## config.mk

```make
export PLATFORM = sky130hd
export DESIGN_NAME = int_to_float
export DESIGN_NICKNAME = d
export VERILOG_FILES = /design/src/rtl/fp_pkg.sv /design/src/rtl/int2fp_round.sv /design/src/rtl/int_to_float.sv
export SDC_FILE = /design/constraint.sdc
export NUM_CORES = 1
export LEC_CHECK = 0
export BUFFER_PORTS_ARGS = -buffer_cell sky130_fd_sc_hd__buf_2
export CORE_UTILIZATION = 30
export CTS_BUF_LIST = sky130_fd_sc_hd__clkbuf_16
export DETAILED_ROUTE_END_ITERATION = 10
export PLACE_DENSITY = 0.55
export SYNTH_ARGS = -nofsm -noshare
export SYNTH_HDL_FRONTEND = slang
export SYNTH_SLANG_ARGS = --single-unit
```

## constraint.sdc

```tcl
create_clock -name clk -period 6.9 [get_ports clk]
set_input_delay 1.035 -clock clk [delete_from_list [all_inputs] [get_ports clk]]
set_output_delay 1.035 -clock clk [all_outputs]
set_load 0.01 [all_outputs]
```

## src/rtl/fp_pkg.sv

```systemverilog
// Shared float-format constants and FSM encoding for the integer/float conversion units.
// The field slices are reusable by the float adder and the other units that decode this format.
package fp_pkg;

  localparam int EXP_BIAS   = 127;
  localparam int FRAC_WIDTH = 23;

  // Exponent of a 32-bit integer whose MSB is bit 31, before normalisation.
  localparam logic [7:0] INT_EXP_TOP = 8'(EXP_BIAS + 31);

  localparam int SIGN_BIT = 31;
  localparam int EXP_MSB  = 30;
  localparam int EXP_LSB  = 23;
  localparam int FRAC_MSB = 22;
  localparam int FRAC_LSB = 0;

  typedef enum logic [2:0] {
    S_IDLE,
    S_ABS,
    S_NORM,
    S_ROUND,
    S_DONE
  } state_t;

endpackage

```

## src/rtl/int2fp_round.sv

```systemverilog
// Round-to-nearest-even of a normalised 32-bit magnitude (bit 31 set) into a 23-bit fraction.
// A fraction carry-out bumps the exponent; the largest input gives 159, so there is no overflow to Inf.
module int2fp_round
  import fp_pkg::*;
(
  input  logic [31:0]           i_mag,
  input  logic [7:0]            i_exp,
  output logic [FRAC_WIDTH-1:0] o_frac,
  output logic [7:0]            o_exp,
  output logic                  o_inexact
);

  logic [FRAC_WIDTH-1:0] w_frac;
  logic                  w_guard;
  logic                  w_sticky;
  logic                  w_round_up;
  logic [FRAC_WIDTH:0]   w_sum;

  // Bit 31 is the hidden one; the next 23 bits are stored, the rest decide rounding.
  assign w_frac     = i_mag[30:8];
  assign w_guard    = i_mag[7];
  assign w_sticky   = |i_mag[6:0];
  assign w_round_up = w_guard & (w_sticky | w_frac[0]);

  assign w_sum     = {1'b0, w_frac} + (FRAC_WIDTH+1)'(w_round_up);
  assign o_frac    = w_sum[FRAC_WIDTH-1:0];
  assign o_exp     = i_exp + 8'(w_sum[FRAC_WIDTH]);
  assign o_inexact = w_guard | w_sticky;

endmodule

```

## src/rtl/int_to_float.sv

```systemverilog
// Iterative 32-bit integer (signed or unsigned) to IEEE-754 single converter.
// Takes the magnitude, normalises one bit per cycle, then rounds to nearest even.
module int_to_float
  import fp_pkg::*;
(
  input  logic        clk,
  input  logic        resetn,
  input  logic        iStart,
  input  logic [31:0] iInt,
  input  logic        iSigned,
  output logic [31:0] oF,
  output logic        oDone,
  output logic        oBusy,
  output logic        oInexact
);

  state_t      r_state;
  logic [31:0] r_int;
  logic        r_signed;
  logic        r_sign;
  logic [31:0] r_mag;
  logic [7:0]  r_exp;

  logic                  w_neg;
  logic [31:0]           w_abs;
  logic [FRAC_WIDTH-1:0] w_frac;
  logic [7:0]            w_exp;
  logic                  w_inexact;
  logic [31:0]           w_packed;

  // Negating 0x80000000 yields 0x80000000, which is the right unsigned magnitude.
  assign w_neg = r_signed & r_int[31];
  assign w_abs = w_neg ? (~r_int + 32'd1) : r_int;

  assign oBusy = (r_state != S_IDLE);

  int2fp_round u_round (
    .i_mag     (r_mag),
    .i_exp     (r_exp),
    .o_frac    (w_frac),
    .o_exp     (w_exp),
    .o_inexact (w_inexact)
  );

  always_comb begin
    w_packed                     = '0;
    w_packed[SIGN_BIT]           = r_sign;
    w_packed[EXP_MSB:EXP_LSB]    = w_exp;
    w_packed[FRAC_MSB:FRAC_LSB]  = w_frac;
  end

  // NOTE: async active-low reset clears every register, so an abort mid-conversion leaves no stale result.
  always_ff @(posedge clk or negedge resetn) begin
    if (!resetn) begin
      r_state  <= S_IDLE;
      r_int    <= '0;
      r_signed <= 1'b0;
      r_sign   <= 1'b0;
      r_mag    <= '0;
      r_exp    <= '0;
      oF       <= '0;
      oDone    <= 1'b0;
      oInexact <= 1'b0;
    end else begin
      // NOTE: non-blocking assignments so every register samples pre-edge values of the others.
      case (r_state)
        S_IDLE: begin
          if (iStart) begin
            r_int    <= iInt;
            r_signed <= iSigned;
            r_state  <= S_ABS;
          end
        end
        S_ABS: begin
          r_sign <= w_neg;
          r_mag  <= w_abs;
          r_exp  <= INT_EXP_TOP;
          if (w_abs == '0) begin
            oF       <= '0;
            oInexact <= 1'b0;
            oDone    <= 1'b1;
            r_state  <= S_DONE;
          end else begin
            r_state <= S_NORM;
          end
        end
        S_NORM: begin
          if (!r_mag[31]) begin
            r_mag <= r_mag << 1;
            r_exp <= r_exp - 8'd1;
          end else begin
            r_state <= S_ROUND;
          end
        end
        S_ROUND: begin
          oF       <= w_packed;
          oInexact <= w_inexact;
          oDone    <= 1'b1;
          r_state  <= S_DONE;
        end
        S_DONE: begin
          oDone   <= 1'b0;
          r_state <= S_IDLE;
        end
        default: r_state <= S_IDLE;
      endcase
    end
  end

endmodule

```

==> After elaboration in Yosys (flattened, before gate mapping) <==
Cells that the tools add are included.
{ "totals": {"reg_bits": 111, "in_bits": 36, "output_inout_bits": 35, "elab_cells": 54} }
{ "op_classes": {"addsub": 4, "n_eq_ne": 8, "n_mux": 15, "bitwise_logic": 5, "reduce_logical": 12} }
{ "op_table": {"columns": ["op", "n"], "rows": [
  ["$pmux W32 S2", 2],
  ["$mux W32", 3],
  ["$add A32 B1 Y32 const B", 1],
  ["$logic_not A32 Y1", 1],
  ["$not A32 Y32", 1],
  ["$add A23 B1 Y24", 1],
  ["$pmux W8 S2", 1],
  ["$pmux W3 S4", 1],
  ["$reduce_and A2 Y1", 5],
  ["$mux W3", 3],
  ["$add A8 B1 Y8", 1],
  ["$mux W8", 1],
  ["$ne A2 B2 Y1 const B", 4],
  ["$sub A8 B1 Y8 const B", 1],
  ["$reduce_or A7 Y1", 1],
  ["$eq A3 B2 Y1 const B", 2],
  ["$reduce_bool A3 Y1", 2],
  ["$reduce_bool A2 Y1", 2],
  ["$eq A3 B1 Y1 const B", 1],
  ["$eq A3 B3 Y1 const B", 1],
  ["$logic_not A3 Y1", 1],
  ["$pmux W1 S3", 1],
  ["$and A1 B1 Y1", 2],
  ["$mux W1", 2],
  ["2 further kinds", 3]
]} }

==> Longest topological paths before layout <==
Gate-level depths: netlist of the first run.
{ "depth": {"word_depth": 6, "ltp_mapped": 15, "mapped_depth_nobuf": 15} }

==> Hierarchy <==
A second synthesis of the first run with hierarchy kept.
{ "unflattened": {"cells_unflattened": 578, "hier_area_um2": 6082.1} }
{ "by_module_without_submodules": {"columns": ["mod", "n_inst", "cells_per_inst", "area_per_inst_um2", "seq_area_each_um2"], "rows": [
  ["int_to_float", 1, 493, 5481.5, 2777.7],
  ["int2fp_round", 1, 85, 600.6, 0.0]
]} }

==> Worst setup path before layout of the first run <==
Ideal clock, no wire load.
{ "synth_timing": {"kind": "register -> register", "startpoint": "reg r_int[0]", "endpoint": "reg oF[0]", "setup_ns": 0.130, "t_arrival_ns": 2.893, "t_required_ns": 6.770, "slack_ns": 3.877, "path_stages_with_launch": 13, "n_path_buf": 2, "synth_period_minus_slack_ns": 3.023, "cell_sequence": "dfrtp_1 > inv_1 > ha_1 > or4b_1 > clkbuf_1 > or4_1 > or3_1 > a211oi_1 > o2111a_1 > nand4_2 > nor2_4 > buf_4 > o21ai_0"} }
{ "synth_between": {"elab_chain_len": 6} }
{ "synth_rtl": {"columns": ["element", "line", "rtl"], "rows": [
  ["start, declared", "int_to_float.sv:18", "logic [31:0] r_int;"],
  ["start signal, assigned", "int_to_float.sv:69", "r_int <= iInt;"],
  ["$not A32 Y32", "int_to_float.sv:33", "assign w_abs = w_neg ? (~r_int + 32'd1) : r_int;"],
  ["$add A32 B1 Y32", "int_to_float.sv:33", null],
  ["$mux W32 *", "int_to_float.sv:33", null],
  ["$logic_not A32 Y1 *", "int_to_float.sv:78", "if (w_abs == '0) begin"],
  ["$ne A2 B2 Y1 (no line) *", null, null],
  ["$reduce_and A2 Y1 (no line) *", null, null],
  ["end signal, assigned", "int_to_float.sv:96", "oF <= w_packed;"],
  ["end, declared", "int_to_float.sv:11", "output logic [31:0] oF,"]
]} }
Mark *: on every way between the ends. The rest lies on a longest branch, timed or not.
A chain may end at the register's enable or synchronous reset.

==> Final worst setup path of the first run <==
Ends and elaborated chain as after synthesis.

==> reports/summary.txt, run 1 <==
outcome: finished clean
#FFs+latches synth: 111
I/O pin count: 71
fin nets: 740
# Max-Cap Violations: 0
placeable core region: 20200 µm²
Placed Cells: 957
pwr dens: 469 nW/µm²
Initial Util: 30.5%
largest net degree at the start of global routing: 72
Remaining Overflow, GRT: 0
Mapped Area: 6180 µm²
final hold viol count: 0
crit end category: flop
postcts setup bufs: 0
H-tree levels: 3
worst-margin pin slew: 1.10 ns
Switching Fraction: 44.3%
most frequent cell after synthesis: dfrtp_1
hold endpoint: r_sign
final core utilization: 34.8%
worst skew pair latency: 0.36 ns
vias: 5027
CTS sink cnt: 111
met3 wire len: 770 µm
Die W: 146 µm
leak pwr: 2.79 nW
Hold Path Depth: 2
first-pass GRT wire length: 26400 µm
input/output buffers: 70
Clk pin slew, worst setup/hold paths: 0.08 ns
Critical Path Start Type: flop
hold buffers post-CTS: 0
Slew headroom: 26.4%
Post-Route WL: 15600 µm
Seq pwr share: 40.4%
fin cells: 973
DR iter-0 viols: 474
post-synth top area cell: dfrtp_1
yosys warns: 0
number of global-route vias before repair: 4819
net count after synthesis: 699
Crit Path Class: reg2reg
Hold WC Path Type: reg2reg
Post-route DRC: 0
fin crit share: 55.2%
synth top area cells: dfrtp_1 45%, a22oi_1 6.4%, mux2_2 5.3%, nand2_1 5.3%, o21ai_0 4.9%
skew final: 0.00977 ns
clock network power share: 16.4%
CTS tree: done
Root Driver: clkbuf_16
share of synthesized registers carrying an async set or reset: 100%
CP startpoint: r_int[0]
Worst R2R Path Depth: 10
Std-Cell Rows: 52
wl on met1: 8210 µm
HPWL Detailed: 10900 µm
Most used DFF post-synth: dfrtp_1
Global Route Usage Sum: 15.5%
number of synthesized flops with an enable pin: 0
VDD IR-drop max: 0.215 mV
RSZ-0062 raised after global routing: false
Arr. time, crit path: 4.01 ns
Routed met2 length: 6490 µm
uppermost layer routed: met4
Comb pwr share: 43.2%
fillcell total: 2073
drt pass-1 iters: 5
initial antenna violation count: 0
Wirelength per Cell: 16.0 µm
die footprint: 21200 µm²
Int Pwr: 1.84 mW
Hold Crit Start: r_sign
fmax: 0.263 GHz
hold slack final: 0.485 ns
post-layout min period: 3.81 ns
layout cells sized above 1: 19.1%
Longest Clk Path Bufs: 2
Setup violations, final: 0
dpl ws: 3.10 ns
crit-path max FO: 35
Yosys top cell area share: 44.9%
setup TNS: 0 ns
Slew Viols, Final: 0
CTS resizes: 0
Synth-to-Final Area Change: 14.0%
post-synthesis sequential area ratio: 44.9%
WP data required: 7.10 ns
Die Ht: 146 µm
TritonCTS Buffers: 9
vias per cell: 5.17
Post-Synthesis Cells: 657
Net Sw Power: 1.46 mW
commonest cells in the netlist: 111 x dfrtp_1, 87 x nand2_1, 61 x o21ai_0
post-route setup slack: 3.09 ns
distinct cell type count after synthesis: 56
Diodes inserted: 0
ANT nets after route: 0
R2R Path End: oF[0]
Worst R2R Start: r_int[0]
syn avg cell area: 9.41 µm²
GPL Wtd Cong: 0.824
internal reg-to-reg setup slack: 3.09 ns
==> routing by layer <==
layer  vias to the layer above  track usage (%)
met3                         8             3.45
met2                       157             21.5
li1                       2484                -
met4                         0             2.58
met5                         -                0
met1                      2378             24.3
==> flip-flops by register name (all words and copies together) (netlist names) <==
signal and flops:
r_mag 32, oInexact 1, r_state 3, r_int 32, oDone 1, r_sign 1, oF 32, r_exp 8
r_signed 1
==> power groups by stage <==
stage	clock (mW)	sequential (mW)	combinational, mW
global placement	0	1.34	1.42
finish	0.542	1.34	1.43
CTS	0.560	1.33	1.44
global route	0.585	1.39	1.62
detailed placement	0	1.34	1.43
floorplan	0	1.18	1.13
==> per-stage QoR <==
| step | power [mW] | cell area [µm²] |
|---|---|---|
| after global placement | 2.76 | 6740 |
| after CTS | 3.33 | 7040 |
| after floorplan | 2.32 | 6180 |
| final | 3.30 | 7040 |
| after global routing | 3.60 | 7040 |
| after detailed placement | 2.77 | 6740 |
==> final cells by class <==
class / count / area (µm²) / share of cell area, %
clock buffer: 9 / 225 / 3.20
clock inverter: 7 / 77.6 / 1.10
inverter: 10 / 37.5 / 0.533
multi-input combinational: 490 / 3190 / 45.3
sequential: 111 / 2780 / 39.4
tap: 270 / 338 / 4.80
timing repair buffer: 76 / 398 / 5.65
==> worst max-delay path, stage by stage (launching register included) <==
cell,delay [ns]
dfrtp_1,0.39
inv_1,0.10
ha_1,0.22
or4b_1,0.60
nor4_1,0.48
a31oi_1,0.18
xnor2_1,0.24
nand4_1,0.11
or3_1,0.44
nor2_4,0.66
o21ai_0,0.23
==> layout by cell type, fill, tap and decap left out, drive strengths merged, types with 7 or more instances in the layout <==
cell    instances
dfrtp         111
nand2          87
buf            76
o21ai          72
a22oi          53
xnor2          31
xor2           30
mux2           29
nor2           27
nor3           18
a21oi          17
nand4          14
nand3          13
inv            13
nor4           12
a31oi          11
clkbuf          9
or4             7
or3             7
==> worst max path at each step <==
stage               cells past startpoint     end  slack, ns
finish                                 10   oF[0]       3.09
global route                           10   oF[0]       2.72
CTS                                    10   oF[0]       3.09
detailed placement                     10   oF[0]       3.10
global placement                       10  oF[26]       3.24
floorplan                              12   oF[0]       3.88
==> kinds of logic (layout without fill, tap and decap cells) <==
logic type / Yosys count / count (layout) / share of synthesized area [%]
xor+xnor: 61 / 61 / 8.64
mux: 31 / 31 / 5.61
buf+inv: 56 / 102 / 3.68
simple gates: 209 / 209 / 17.0
flops: 111 / 111 / 44.9
compound gates: 183 / 183 / 18.9
fa+ha+maj: 6 / 6 / 1.21
Power figures use the tool's default switching activity.
==> inputs of run 2 (changes only) <==
--- a/config.mk
+++ b/config.mk
@@ -5,11 +5,12 @@
 export SDC_FILE = /design/constraint.sdc
 export NUM_CORES = 1
 export LEC_CHECK = 0
+export ABC_AREA = 1
 export BUFFER_PORTS_ARGS = -buffer_cell sky130_fd_sc_hd__buf_2
 export CORE_UTILIZATION = 30
 export CTS_BUF_LIST = sky130_fd_sc_hd__clkbuf_16
 export DETAILED_ROUTE_END_ITERATION = 10
-export PLACE_DENSITY = 0.55
+export PLACE_DENSITY = 0.56
 export SYNTH_ARGS = -nofsm -noshare
 export SYNTH_HDL_FRONTEND = slang
 export SYNTH_SLANG_ARGS = --single-unit
==> constraint.sdc (replaced) <==
create_clock -name clk -period 3.25 [get_ports clk]
set_input_delay 0.4875 -clock clk [delete_from_list [all_inputs] [get_ports clk]]
set_output_delay 0.4875 -clock clk [all_outputs]
set_load 0.01 [all_outputs]
==> run 2 against run 1 <==
Design area increased by 0.36%. Wire length decreased by 2.4%. Die area fell by 1.4%. Global-route usage is 0.24 points higher. Critical path type unchanged. Largest cell class unchanged. Largest power group unchanged.
==> reports/summary.txt, run 2 <==
Int Pwr: 3.70 mW (+100%)
Net Sw Power: 3.06 mW (+110%)
placeable core region: 19700 µm² (-2.9%)
busiest grt layer: met1
fmax: 0.339 GHz (+29%)
H-tree levels: 3 (unchanged)
DR iter-0 viols: 331 (-30%)
synth top area cells: dfrtp_1 46%, nand2_1 16%, nor2_1 6.5%, inv_1 6.2%, nand3_1 5.6%
die footprint: 20900 µm² (-1.4%)
Slew Viols, Final: 0 (unchanged)
Diodes inserted: 0 (unchanged)
dpl ws: 0.161 ns (-2.94 ns)
vias per cell: 4.61 (-11%)
internal reg-to-reg setup slack: 0.30 ns (-2.79 ns)
worst-margin pin slew: 0.646 ns (-0.455 ns)
pwr dens: 956 nW/µm² (+100%)
share of synthesized registers carrying an async set or reset: 100% (unchanged)
commonest cells in the netlist: 254 x nand2_1, 111 x dfrtp_1, 105 x nor2_1
Remaining Overflow, GRT: 0 (unchanged)
Switching Fraction: 45.3% (+1.0 points)
R2R Path End: oF[30]
#FFs+latches synth: 111 (unchanged)
Most used DFF post-synth: dfrtp_1
leak pwr: 3.58 nW (+28%)
distinct cell type count after synthesis: 36 (-36%)
GPL Wtd Cong: 0.830 (+0.73%)
Longest Clk Path Bufs: 2 (unchanged)
Largest regs: oF: 32 flops, r_int: 32 flops, r_mag: 32 flops
number of synthesized flops with an enable pin: 0 (unchanged)
post-layout min period: 2.95 ns (-0.857 ns)
Arr. time, crit path: 3.24 ns (-0.77 ns)
Post-Synthesis Cells: 833 (+27%)
Setup violations, final: 0 (unchanged)
setup TNS: 0 ns (unchanged)
net count after synthesis: 875 (+25%)
Yosys top cell area share: 45.6% (+0.66 points)
clock network power share: 17.8% (+1.4 points)
Post-route DRC: 0 (unchanged)
final core utilization: 36.0% (+1.2 points)
Comb pwr share: 46.9% (+3.7 points)
most frequent cell after synthesis: nand2_1
post-synthesis sequential area ratio: 45.6% (+0.66 points)
ANT nets after route: 0 (unchanged)
WP data required: 3.55 ns (-3.55 ns)
Mapped Area: 6090 µm² (-1.5%)
initial antenna violation count: 0 (unchanged)
CTS sink cnt: 111 (unchanged)
Post-Route WL: 15200 µm (-2.4%)
Std-Cell Rows: 51 (-1.9%)
M3 GR Usage: 2.09% (-1.4 points)
Wirelength per Cell: 13.0 µm (-19%)
drt pass-1 iters: 7 (+2)
layout cells sized above 1: 13.1% (-6.0 points)
Root Driver: clkbuf_16
Worst R2R Path Depth: 21 (+11)
fin crit share: 90.7% (+36 points)
vias: 5382 (+7.1%)
Crit Path Class: reg2reg
Seq pwr share: 35.3% (-5.1 points)
final hold viol count: 0 (unchanged)
Clk pin slew, worst setup/hold paths: 0.07 ns (about the same)
most frequent cells in the layout: 254 x nand2_1, 111 x dfrtp_1, 103 x nor2_1
fin nets: 939 (+27%)
Critical Path Start Type: flop
I/O pin count: 71 (unchanged)
GR Layer Usage met1: 23.4% (-0.94 points)
largest net degree at the start of global routing: 84 (+17%)
yosys warns: 0 (unchanged)
post-route setup slack: 0.302 ns (-2.79 ns)
TritonCTS Buffers: 9 (unchanged)
# Max-Cap Violations: 0 (unchanged)
Global Route Usage Sum: 15.7% (+0.24 points)
crit end category: flop
Die W: 144 µm (-0.72%)
worst skew pair latency: 0.35 ns (about the same)
HPWL Detailed: 11400 µm (+4.1%)
Hold WC Path Type: in2async
hold buffers post-CTS: 0 (unchanged)
VDD IR-drop max: 0.244 mV (+14%)
Synth-to-Final Area Change: 16.1%
post-synth top area cell: dfrtp_1
syn avg cell area: 7.31 µm² (-22%)
met2 Use GR: 22.7% (+1.1 points)
Die Ht: 144 µm (-0.72%)
postcts setup bufs: 0 (unchanged)
CTS resizes: 0 (unchanged)
number of global-route vias before repair: 5076 (+5.3%)
first-pass GRT wire length: 25400 µm (-4.0%)
crit-path max FO: 3 (-91%)
Worst R2R Start: r_mag[0]
commonest non-fill, non-tap cell in the layout: nand2_1
CTS tree: done
input/output buffers: 70 (unchanged)
outcome: finished clean
hold slack final: 0.0588 ns (-0.427 ns)
skew final: 0.00715 ns (-0.00262 ns)
Slew headroom: 56.9% (+30 points)
Initial Util: 31.0% (+0.44 points)
[run 2: worst max-delay path, stage by stage, from the launching register on]
cell      delay [ns]
dfrtp_1         0.32
inv_1           0.06
nand4_1         0.09
nor4_1          0.07
a21oi_1         0.14
ha_2            0.22
nand4_1         0.12
or2_1           0.24
nor2_1          0.15
nand3_2         0.13
nor2_4          0.15
nand4_2         0.09
nor2_2          0.13
ha_2            0.19
nand3_1         0.09
nor2_1          0.10
inv_1           0.07
nor3_2          0.15
inv_1           0.08
o21bai_1        0.12
nand3_1         0.08
nand2_1         0.07
[run 2: cell families after synthesis]
family,count (synthesis),share of synthesized area [%]
mux,3,0.555
buf+inv,127,8.42
xor+xnor,1,0.144
simple gates,462,31.8
compound gates,123,12.2
flops,111,45.6
fa+ha+maj,6,1.23
[run 2: per-layer routing]
layer,vias to the layer above,wire length [µm]
li1,2844,-
met1,2420,8160
met2,102,6270
met3,16,506
met4,0,294
met5,-,0
[run 2: cell type report]
class                           count  area (µm²)
Timing Repair Buffer               78         425
Clock buffer                        9         225
Multi-Input combinational cell    595        2830
Clock inverter                      7        96.3
Sequential cell                   111        2780
Tap cell                          265         332
Fill cell                        2171       12600
Inverter                          102         383
[run 2: worst max-delay path by stage]
stage / from / end / slack [ns] / cells after the start
finish: r_mag[0] / oF[30] / 0.30 / 21
global route: r_mag[0] / oF[30] / -0.02 / 21
global placement: r_mag[0] / oF[30] / 0.26 / 21
floorplan: r_mag[0] / oF[30] / 0.52 / 21
CTS: r_mag[0] / oF[30] / 0.17 / 21
detailed placement: r_mag[0] / oF[30] / 0.16 / 21
[run 2: power by group through the flow]
stage / Combinational, mW / Sequential, mW / Clock [mW]
final: 3.17 / 2.39 / 1.20
after floorplan: 2.32 / 2.39 / 0
after detailed placement: 3.17 / 2.41 / 0
after global placement: 3.14 / 2.41 / 0
after global routing: 3.65 / 2.48 / 1.30
after CTS: 3.19 / 2.38 / 1.24
[run 2: stage by stage]
stage	instance area (µm²)	total power [mW]	std cells
2_1_floorplan	6090	4.71	833
3_3_place_gp	6720	5.55	1151
3_5_place_dp	6720	5.59	1151
4_1_cts	7040	6.82	1167
5_1_grt	7070	7.43	1167
6_report	7070	6.76	1167
